===== src/rtl/fft_wr_mux_pkg.sv =====
// Shared state type and helpers for the FFT write-side bank mux.
package fft_wr_mux_pkg;

  typedef enum logic [1:0] {
    IDLE      = 2'd0,
    WRITE     = 2'd1,
    WAIT_FREE = 2'd2
  } state_t;

  localparam int MAX_PORTS = 32;

  function automatic int unsigned popcount(input logic [MAX_PORTS-1:0] vec);
    int unsigned cnt;
    cnt = 32'd0;
    for (int i = 0; i < MAX_PORTS; i++) begin
      cnt += {31'd0, vec[i]};
    end
    return cnt;
  endfunction

  // Explicit wrap keeps the rotation correct for non-power-of-two bank counts.
  function automatic int unsigned bankInc(input int unsigned idx, input int unsigned numBanks);
    return (idx == numBanks - 32'd1) ? 32'd0 : idx + 32'd1;
  endfunction

endpackage


===== src/rtl/fft_wr_mux_bank_tracker.sv =====
// Bank ownership flags: set when a stage completes, cleared by reader release.
module fft_bank_tracker
  import fft_wr_mux_pkg::*;
#(
  parameter int NUM_BANKS = 2,
  parameter int BANK_W    = $clog2(NUM_BANKS)
) (
  input  logic                 clk,
  input  logic                 rst_n,
  input  logic                 i_setEn,
  input  logic [BANK_W-1:0]    i_setIdx,
  input  logic [NUM_BANKS-1:0] i_release,
  input  logic [BANK_W-1:0]    i_curIdx,
  input  logic [BANK_W-1:0]    i_nextIdx,
  output logic [NUM_BANKS-1:0] o_bankFull,
  output logic                 o_curFull,
  output logic                 o_nextFree
);

  logic [NUM_BANKS-1:0] r_full;
  logic [NUM_BANKS-1:0] w_fullNext;

  // Release is applied first so a same-cycle set on that bank wins.
  always_comb begin
    w_fullNext = r_full;
    for (int b = 0; b < NUM_BANKS; b++) begin
      if (i_release[b]) w_fullNext[b] = 1'b0;
      if (i_setEn && (i_setIdx == BANK_W'(b))) w_fullNext[b] = 1'b1;
    end
  end

  always_ff @(posedge clk) begin
    if (!rst_n) r_full <= '0;
    else        r_full <= w_fullNext;
  end

  assign o_bankFull = r_full;
  assign o_curFull  = r_full[i_curIdx];
  assign o_nextFree = ~r_full[i_nextIdx];

endmodule


===== src/rtl/fft_wr_mux.sv =====
// Write-side FFT memory mux: rotates stages across banks and stalls on owned banks.
// Optional FFT_WR_MUX_COLLISION_CHK_EN: same-address port collisions keep the lowest port.
module fft_wr_mux
  import fft_wr_mux_pkg::*;
#(
  parameter int FFT_SIZE     = 4096,
  parameter int SAMPLE_WIDTH = 16,
  parameter int ADDR_WIDTH   = $clog2(FFT_SIZE),
  parameter int DATA_WIDTH   = 2 * SAMPLE_WIDTH,
  parameter int NUM_PORTS    = 2,
  parameter int NUM_BANKS    = 2,
  parameter int BANK_W       = $clog2(NUM_BANKS)
) (
  input  logic                            clk,
  input  logic                            rst_n,
  input  logic                            start,
  input  logic [NUM_PORTS*ADDR_WIDTH-1:0] fft_waddr,
  input  logic [NUM_PORTS*DATA_WIDTH-1:0] fft_wdata,
  input  logic [NUM_PORTS-1:0]            fft_we,
  output logic                            in_ready,
  output logic [NUM_PORTS*ADDR_WIDTH-1:0] mem_waddr,
  output logic [NUM_PORTS*DATA_WIDTH-1:0] mem_wdata,
  output logic [NUM_BANKS*NUM_PORTS-1:0]  mem_we,
  output logic [BANK_W-1:0]               wmem_id,
  output logic [NUM_BANKS-1:0]            bank_full,
  input  logic [NUM_BANKS-1:0]            bank_release,
  output logic                            stage_done,
  output logic                            collision_err
);

  state_t                          r_state, w_nextState;
  logic [ADDR_WIDTH:0]             r_wrCnt;
  logic [BANK_W-1:0]               r_wmemId, w_nextId;
  logic [NUM_PORTS*ADDR_WIDTH-1:0] r_memWaddr;
  logic [NUM_PORTS*DATA_WIDTH-1:0] r_memWdata;
  logic [NUM_BANKS*NUM_PORTS-1:0]  r_memWe, w_weDecode;
  logic                            r_stageDone;
  logic [NUM_PORTS-1:0]            w_accept, w_fwd;
  logic [ADDR_WIDTH+1:0]           w_sum;
  logic                            w_stageEnd, w_curFull, w_nextFree;

  assign in_ready = (r_state == WRITE);
  assign w_accept = fft_we & {NUM_PORTS{in_ready}};
  assign w_sum    = {1'b0, r_wrCnt} + (ADDR_WIDTH+2)'(popcount(MAX_PORTS'(w_accept)));
  assign w_stageEnd = in_ready && (w_sum >= (ADDR_WIDTH+2)'(FFT_SIZE));
  assign w_nextId = BANK_W'(bankInc(32'(r_wmemId), NUM_BANKS));

`ifdef FFT_WR_MUX_COLLISION_CHK_EN
  logic r_colErr;
  logic w_colHit;

  // Suppressed ports still count toward the stage total; only their enable is dropped.
  always_comb begin
    w_fwd    = w_accept;
    w_colHit = 1'b0;
    for (int q = 1; q < NUM_PORTS; q++) begin
      for (int p = 0; p < q; p++) begin
        if (w_accept[p] && w_accept[q] &&
            (fft_waddr[p*ADDR_WIDTH +: ADDR_WIDTH] == fft_waddr[q*ADDR_WIDTH +: ADDR_WIDTH])) begin
          w_fwd[q] = 1'b0;
          w_colHit = 1'b1;
        end
      end
    end
  end

  always_ff @(posedge clk) begin
    if (!rst_n)        r_colErr <= 1'b0;
    else if (w_colHit) r_colErr <= 1'b1;
  end

  assign collision_err = r_colErr;
`else
  assign w_fwd         = w_accept;
  assign collision_err = 1'b0;
`endif

  always_comb begin
    w_weDecode = '0;
    for (int b = 0; b < NUM_BANKS; b++) begin
      if (r_wmemId == BANK_W'(b)) w_weDecode[b*NUM_PORTS +: NUM_PORTS] = w_fwd;
    end
  end

  always_comb begin
    w_nextState = r_state;
    case (r_state)
      IDLE:      if (start) w_nextState = w_curFull ? WAIT_FREE : WRITE;
      WRITE:     if (w_stageEnd) w_nextState = w_nextFree ? WRITE : WAIT_FREE;
      WAIT_FREE: if (!w_curFull) w_nextState = WRITE;
      default:   w_nextState = IDLE;
    endcase
  end

  always_ff @(posedge clk) begin
    if (!rst_n) begin
      r_state     <= IDLE;
      r_wrCnt     <= '0;
      r_wmemId    <= '0;
      r_memWaddr  <= '0;
      r_memWdata  <= '0;
      r_memWe     <= '0;
      r_stageDone <= 1'b0;
    end else begin
      r_state     <= w_nextState;
      r_memWe     <= w_weDecode;
      r_stageDone <= w_stageEnd;
      for (int p = 0; p < NUM_PORTS; p++) begin
        if (w_accept[p]) begin
          r_memWaddr[p*ADDR_WIDTH +: ADDR_WIDTH] <= fft_waddr[p*ADDR_WIDTH +: ADDR_WIDTH];
          r_memWdata[p*DATA_WIDTH +: DATA_WIDTH] <= fft_wdata[p*DATA_WIDTH +: DATA_WIDTH];
        end
      end
      if (w_stageEnd) begin
        r_wrCnt  <= '0;
        r_wmemId <= w_nextId;
      end else begin
        r_wrCnt  <= w_sum[ADDR_WIDTH:0];
      end
    end
  end

  fft_bank_tracker #(
    .NUM_BANKS (NUM_BANKS),
    .BANK_W    (BANK_W)
  ) u_tracker (
    .clk        (clk),
    .rst_n      (rst_n),
    .i_setEn    (w_stageEnd),
    .i_setIdx   (r_wmemId),
    .i_release  (bank_release),
    .i_curIdx   (r_wmemId),
    .i_nextIdx  (w_nextId),
    .o_bankFull (bank_full),
    .o_curFull  (w_curFull),
    .o_nextFree (w_nextFree)
  );

  assign mem_waddr  = r_memWaddr;
  assign mem_wdata  = r_memWdata;
  assign mem_we     = r_memWe;
  assign wmem_id    = r_wmemId;
  assign stage_done = r_stageDone;

endmodule


===== config.mk =====
export PLATFORM = sky130hd
export DESIGN_NAME = fft_wr_mux
export DESIGN_NICKNAME = d
export VERILOG_FILES = /design/src/rtl/fft_wr_mux_pkg.sv /design/src/rtl/fft_wr_mux_bank_tracker.sv /design/src/rtl/fft_wr_mux.sv
export SDC_FILE = /design/constraint.sdc
export NUM_CORES = 1
export LEC_CHECK = 0
export BUFFER_PORTS_ARGS = -buffer_cell sky130_fd_sc_hd__buf_2
export CAP_MARGIN = 10
export CORE_ASPECT_RATIO = 2
export CORE_MARGIN = 3
export CORE_UTILIZATION = 40
export CTS_CLUSTER_DIAMETER = 60
export DETAILED_ROUTE_END_ITERATION = 10
export PLACE_DENSITY = 0.7
export RECOVER_POWER = 100
export SYNTH_ARGS = -nofsm -noshare
export SYNTH_HDL_FRONTEND = slang
export SYNTH_HIERARCHICAL = 1
export SYNTH_SLANG_ARGS = --single-unit

===== constraint.sdc =====
create_clock -name clk -period 3.3 [get_ports clk]
set_input_delay 0.165 -clock clk [delete_from_list [all_inputs] [get_ports clk]]
set_output_delay 0.165 -clock clk [all_outputs]
set_load 0.01 [all_outputs]

# [Yosys cells after proc, flatten, opt, wreduce, memory -nomap -nowiden]
# Cells that the tools add are included.
[word_totals] regBits=111 latchBits=0 mem_bits_rw=0 romBits=0 inputBits=95 output_inout_bits=98 n_memories=0
[classes] add_sub_neg=3 multipliers=0 n_div=0 magnitude_cmp=3 n_eq_ne=5 n_shift=0 muxes=15 bitwise_logic=3 reduce_logical=10
[ops] operator="adder 13 x 2 -> 14 bit" n=1
[ops] operator="greater-or-equal comparator 14 x 13 -> 1 bit, second input constant" n=1
[ops] operator="2-to-1 mux 2 bit" n=5
[ops] operator="2-to-1 mux 1 bit" n=9
[ops] operator="one-hot mux 2 bit (3 select lines)" n=1
[ops] operator="< comparator 1 x 2 -> 1 bit, second input constant" n=2
[ops] operator="inequality test 2 bit, second input constant" n=2
[ops] operator="nonzero test 2 bit" n=2
[ops] operator="OR reduction 2 bit" n=2
[ops] operator="logical AND 1 bit" n=3
[ops] operator="AND reduction 3 bit" n=1
[ops] operator="adder 1 x 1 -> 2 bit" n=1
[ops] operator="AND 2 bit" n=1
[ops] operator="== test 2 x 1 -> 1 bit, second input constant" n=1
[ops] operator="== test 2 bit, second input constant" n=1
[ops] operator="logical NOT 2 bit" n=1
[ops] operator="inequality test 2 x 1 -> 1 bit, second input constant" n=1
[ops] operator="inverter 1 bit" n=2
[ops] operator="AND reduction 2 bit" n=1
[ops] operator="adder 1 bit, second input constant" n=1

# [Depth between registers and ports, before layout]
[depth] word_depth=8 depth_mapped=14 depth_no_buf=10

# [Modules after synthesis]
# Netlist, hierarchy kept.
[modules_own_cells] module="fft_wr_mux" n_inst=1 cells_each=478 area_per_inst_um2=4186.5 seq_area_each_um2=2182.1
[modules_own_cells] module="fft_bank_tracker" n_inst=1 cells_each=10 area_per_inst_um2=102.6 seq_area_each_um2=40.0

# [Least setup slack after synthesis]
# No wires, ideal clock.
[synth_path] path_kind="register to register" startpoint="register r_state[0]" endpoint="register u_tracker.r_full[1], in the netlist u_tracker/o_bankFull[1]" arrival_ns=2.776 required_ns=3.230 slack_ns=0.454 stages_incl_launch_ff=15 n_path_buf=4 period_less_slack_ns=2.846 cell_sequence="dfxtp_1 nor2b_1 clkbuf_1 nand2_1 inv_2 clkbuf_1 fa_1 ha_1 and2_1 and4_1 buf_6 mux2i_4 buf_6 nand2_1 a21boi_1"
[synth_between] elab_chain_cells=8 word_cells_on_any_way=9 cone_classes="add/sub (2); order compare (1); eq/ne (1); mux (1); bitwise (1); reduce/logical (3)"
[synth_lines] element="start, declared" line_no="fft_wr_mux.sv:31" rtl="state_t r_state, w_nextState;"
[synth_lines] element="start signal, assigned" line_no="fft_wr_mux.sv:105" rtl="r_state <= w_nextState;"
[synth_lines] element="== test 2 x 1 -> 1 bit (*)" line_no="fft_wr_mux.sv:42" rtl="assign in_ready = (r_state == WRITE);"
[synth_lines] element="net in_ready" line_no="fft_wr_mux.sv:20" rtl="output logic in_ready,"
[synth_lines] element="AND 2 bit (*)" line_no="fft_wr_mux.sv:43" rtl="assign w_accept = fft_we & {NUM_PORTS{in_ready}};"
[synth_lines] element="net w_accept[0]" line_no="fft_wr_mux.sv:38" rtl="logic [NUM_PORTS-1:0] w_accept, w_fwd;"
[synth_lines] element="adder 1 x 1 -> 2 bit (*)" line_no="fft_wr_mux_pkg.sv:16" rtl="cnt += {31'd0, vec[i]};"
[synth_lines] element="adder 13 x 2 -> 14 bit (*)" line_no="fft_wr_mux.sv:44" rtl="assign w_sum = {1'b0, r_wrCnt} + (ADDR_WIDTH+2)'(popcount(MAX_PORTS'(w_accept)));"
[synth_lines] element="greater-or-equal comparator 14 x 13 -> 1 bit (*)" line_no="fft_wr_mux.sv:45" rtl="assign w_stageEnd = in_ready && (w_sum >= (ADDR_WIDTH+2)'(FFT_SIZE));"
[synth_lines] element="logical AND 1 bit (*)" line_no="fft_wr_mux.sv:45"
[synth_lines] element="net w_stageEnd" line_no="fft_wr_mux.sv:40" rtl="logic w_stageEnd, w_curFull, w_nextFree;"
[synth_lines] element="logical AND 1 bit (*)" line_no="fft_wr_mux_bank_tracker.sv:28" rtl="if (i_setEn && (i_setIdx == BANK_W'(b))) w_fullNext[b] = 1'b1;"
[synth_lines] element="2-to-1 mux 1 bit or nonzero test 2 bit (tied branches)"
[synth_lines] element="end signal, assigned" line_no="fft_wr_mux_bank_tracker.sv:34" rtl="else r_full <= w_fullNext;"
[synth_lines] element="end, declared" line_no="fft_wr_mux_bank_tracker.sv:20" rtl="logic [NUM_BANKS-1:0] r_full;"
# The timed path passes the listed nets; every way through them passes the cells marked *.
# A chain may end at the register's enable or synchronous reset.

# [Final worst setup path]
[layout_path] startpoint="register r_state[0]" endpoint="register u_tracker.r_full[1], in the netlist u_tracker/o_bankFull[1]"
[layout_between] elab_chain_cells=8 word_cells_on_any_way=9 cone_classes="add/sub (2); order compare (1); eq/ne (1); mux (1); bitwise (1); reduce/logical (3)"
[layout_lines] element="== test 2 x 1 -> 1 bit (*)" line_no="fft_wr_mux.sv:42"
[layout_lines] element="AND 2 bit" line_no="fft_wr_mux.sv:43"
[layout_lines] element="adder 1 x 1 -> 2 bit" line_no="fft_wr_mux_pkg.sv:16"
[layout_lines] element="adder 13 x 2 -> 14 bit" line_no="fft_wr_mux.sv:44"
[layout_lines] element="greater-or-equal comparator 14 x 13 -> 1 bit" line_no="fft_wr_mux.sv:45"
[layout_lines] element="logical AND 1 bit (*)" line_no="fft_wr_mux.sv:45"
[layout_lines] element="logical AND 1 bit (*)" line_no="fft_wr_mux_bank_tracker.sv:28"
[layout_lines] element="2-to-1 mux 1 bit or nonzero test 2 bit (tied branches)"
# Mark *: on every way between the ends. The rest lies on a longest branch, timed or not.

==> metrics.txt <==
run status complete, but fails checks; failing checks capacitance limit, slew limit; Hold Vio Cnt, Final 0; Syn Nets 585; Hold Path Stages 3; Initial Util 41.7%; area delta synth->final 26.2%; H-tree Lvls 3; worst vdd ir 312 µV; share of layout cells above drive strength 1 18.2%; final setup TNS 0 ns; Worst EP arrival 3.15 ns; core area 10300 µm²; fin. max-slew vios 47; first-pass GRT wire length 17500 µm; via count 3733; CTS clock-pin slew for the worst setup and hold paths 0.07 ns; number of synthesized flops with an enable pin 0; slew margin rel. -37.2%; worst min path class in2reg; total CTS buffers 9; IO Port Bufs 191; R2R depth 10; initial antenna violation count 0; synthesized area 4290 µm²; Clock Latency Late Sink 0.34 ns; hold_buf cts 0; Synthesis Warnings 6; die height 152 µm; Max-Cap Viols 1; # DRC 0; Critical Path RT 3.55 ns; fin crit share 87.6%; Hold WS 0.0628 ns; vias in the first global route 3712; largest net degree at the start of global routing 52; clock tree buffer depth 2; register area share after synthesis 51.8%; Reg area 2220 µm²; clk_skew 0.00665 ns; CP Launch Type register; placed cell area 5310 µm²; f_max 346 MHz; pwr/cell area 496 nW/µm²; FF+latch count, synth 111; drt first pass iters 4; Syn Inst Count 488; async set-reset flop share out of synthesis 0%; RSZ-0062 raised after global routing false; Iter 0 DRT Violations 154; grt ovf 0; CP Capture Type register; Final Util 52.7%; antenna viol nets, final 0; HPWL after DPL 8020 µm; CTS tree built; total global-route track usage 18.1%; wire per inst 13.5 µm; Final #Nets 758; cts repair resizes 0; Tot Pwr 2.69 mW; P_leak 2.05 nW; Crit Path Class reg2reg; final setup vio count 0; most common flop cell mapped by yosys dfxtp_1; Ports 193; GP Congestion 0.777; Vias per Instance 4.66; Synth cell types 36; root buf cell clkbuf_16; Die ar. 12100 µm²; clk sink count 111; Detailed Route WL 10800 µm; minimum clock period 2.89 ns; ant diodes 0; Die Wd 79.2 µm; setup bufs post-CTS 0; Design Area, Final 5410 µm²; FP Rows 52; area occupied by multi-input gates 1850 µm²; Fill cells 1047; post-synthesis average cell area 8.79 µm²; CP max FO 17; worst slew pin tran 2.06 ns
-- cell families after synthesis --
group	after synthesis	share of synthesized area, %
xor+xnor	11	2.25
flops	111	51.8
other cells	1	0.0874
compound gates	94	16.3
fa+ha+maj	2	0.758
simple gates	225	23.2
mux	5	1.58
buf+inv	39	4.00
-- through the flow --
step | worst slack, ns | cells
global route | 0.0718 | 801
CTS | 0.312 | 801
detailed placement | 0.337 | 785
floorplan | 0.454 | 488
finish | 0.408 | 801
global placement | 0.447 | 785
-- per-layer routing --
layer	wire length (µm)	GRT usage (%)	share of wire (%)
met1	4070	18.9	38
met2	5880	33.5	54
met3	663	4.91	6.1
met4	225	6.64	2.1
met5	0	0	0
-- worst max-delay path, cell delays in order, from the launching register on --
cell	delay, ns
dfxtp_1	0.35
nor2b_1	0.40
nand2_1	0.13
inv_1	0.12
fa_1	0.20
ha_1	0.27
and2_1	0.15
and4_1	0.32
mux2i_4	0.55
nand2_1	0.11
a21boi_0	0.21
-- final timing paths --
check,start,to,slack [ns]
max,r_state[0]$_SDFFE_PN0P_,u_tracker/o_bankFull[1]$_SDFFE_PN0P_,0.41
min,fft_waddr[1],mem_waddr[1]$_SDFFE_PN0P_,0.06
max reg2reg,r_state[0]$_SDFFE_PN0P_,u_tracker/o_bankFull[1]$_SDFFE_PN0P_,0.41
min reg2reg,mem_wdata[24]$_SDFFE_PN0P_,mem_wdata[24]$_SDFFE_PN0P_,0.46
-- power breakdown --
group | switching (mW) | internal, mW | total, mW
logic | 0.144 | 0.106 | 0.250
registers | 0.0252 | 1.39 | 1.41
clock network | 0.500 | 0.522 | 1.02
-- area by class of cell --
type,count,area share [%]
timing repair buffer,197,16.1
tap,135,3.12
multi-input combinational,338,34.2
inverter,4,0.277
sequential,111,41.1
clock buffer,9,4.16
clock inverter,7,1.02
-- synthesized netlist by cell type (2+ instances only) --
| library cell | count | share of area [%] |
|---|---|---|
| xor2_1 | 9 | 1.8 |
| nor2b_1 | 2 | 0.29 |
| inv_1 | 2 | 0.18 |
| and4_1 | 3 | 0.61 |
| o21ai_0 | 2 | 0.23 |
| nor3b_1 | 2 | 0.35 |
| buf_6 | 2 | 0.53 |
| dfxtp_1 | 111 | 52 |
| buf_4 | 2 | 0.35 |
| buf_1 | 4 | 0.35 |
| nand4_1 | 3 | 0.44 |
| nand3_1 | 4 | 0.47 |
| inv_2 | 2 | 0.18 |
| and2_1 | 2 | 0.29 |
| nand2_1 | 184 | 16 |
| nand2b_1 | 3 | 0.44 |
| nor3b_2 | 9 | 2.6 |
| a21boi_1 | 19 | 3.3 |
| nor2_1 | 8 | 0.70 |
| clkbuf_1 | 25 | 2.2 |
| mux2i_1 | 3 | 0.70 |
| buf_2 | 2 | 0.23 |
| xnor2_1 | 2 | 0.41 |
| a21boi_0 | 71 | 12 |
-- flip-flops by register name, indices dropped and copies added, names as in the netlist --
register              flops
mem_wdata                64
mem_waddr                24
r_wrCnt                  13
mem_we                    4
r_state                   2
u_tracker/o_bankFull      2
stage_done                1
wmem_id                   1
-- cell usage in the layout, fill, tap and decap left out, drive strengths merged, types with 7 or more instances in the layout --
master and count:
nand2 184, dfxtp 111, clkbuf 108, buf 98
a21boi 90, nor3b 11, xor2 9, nor2 8
inv 7
(Power assumes the default switching activity.)
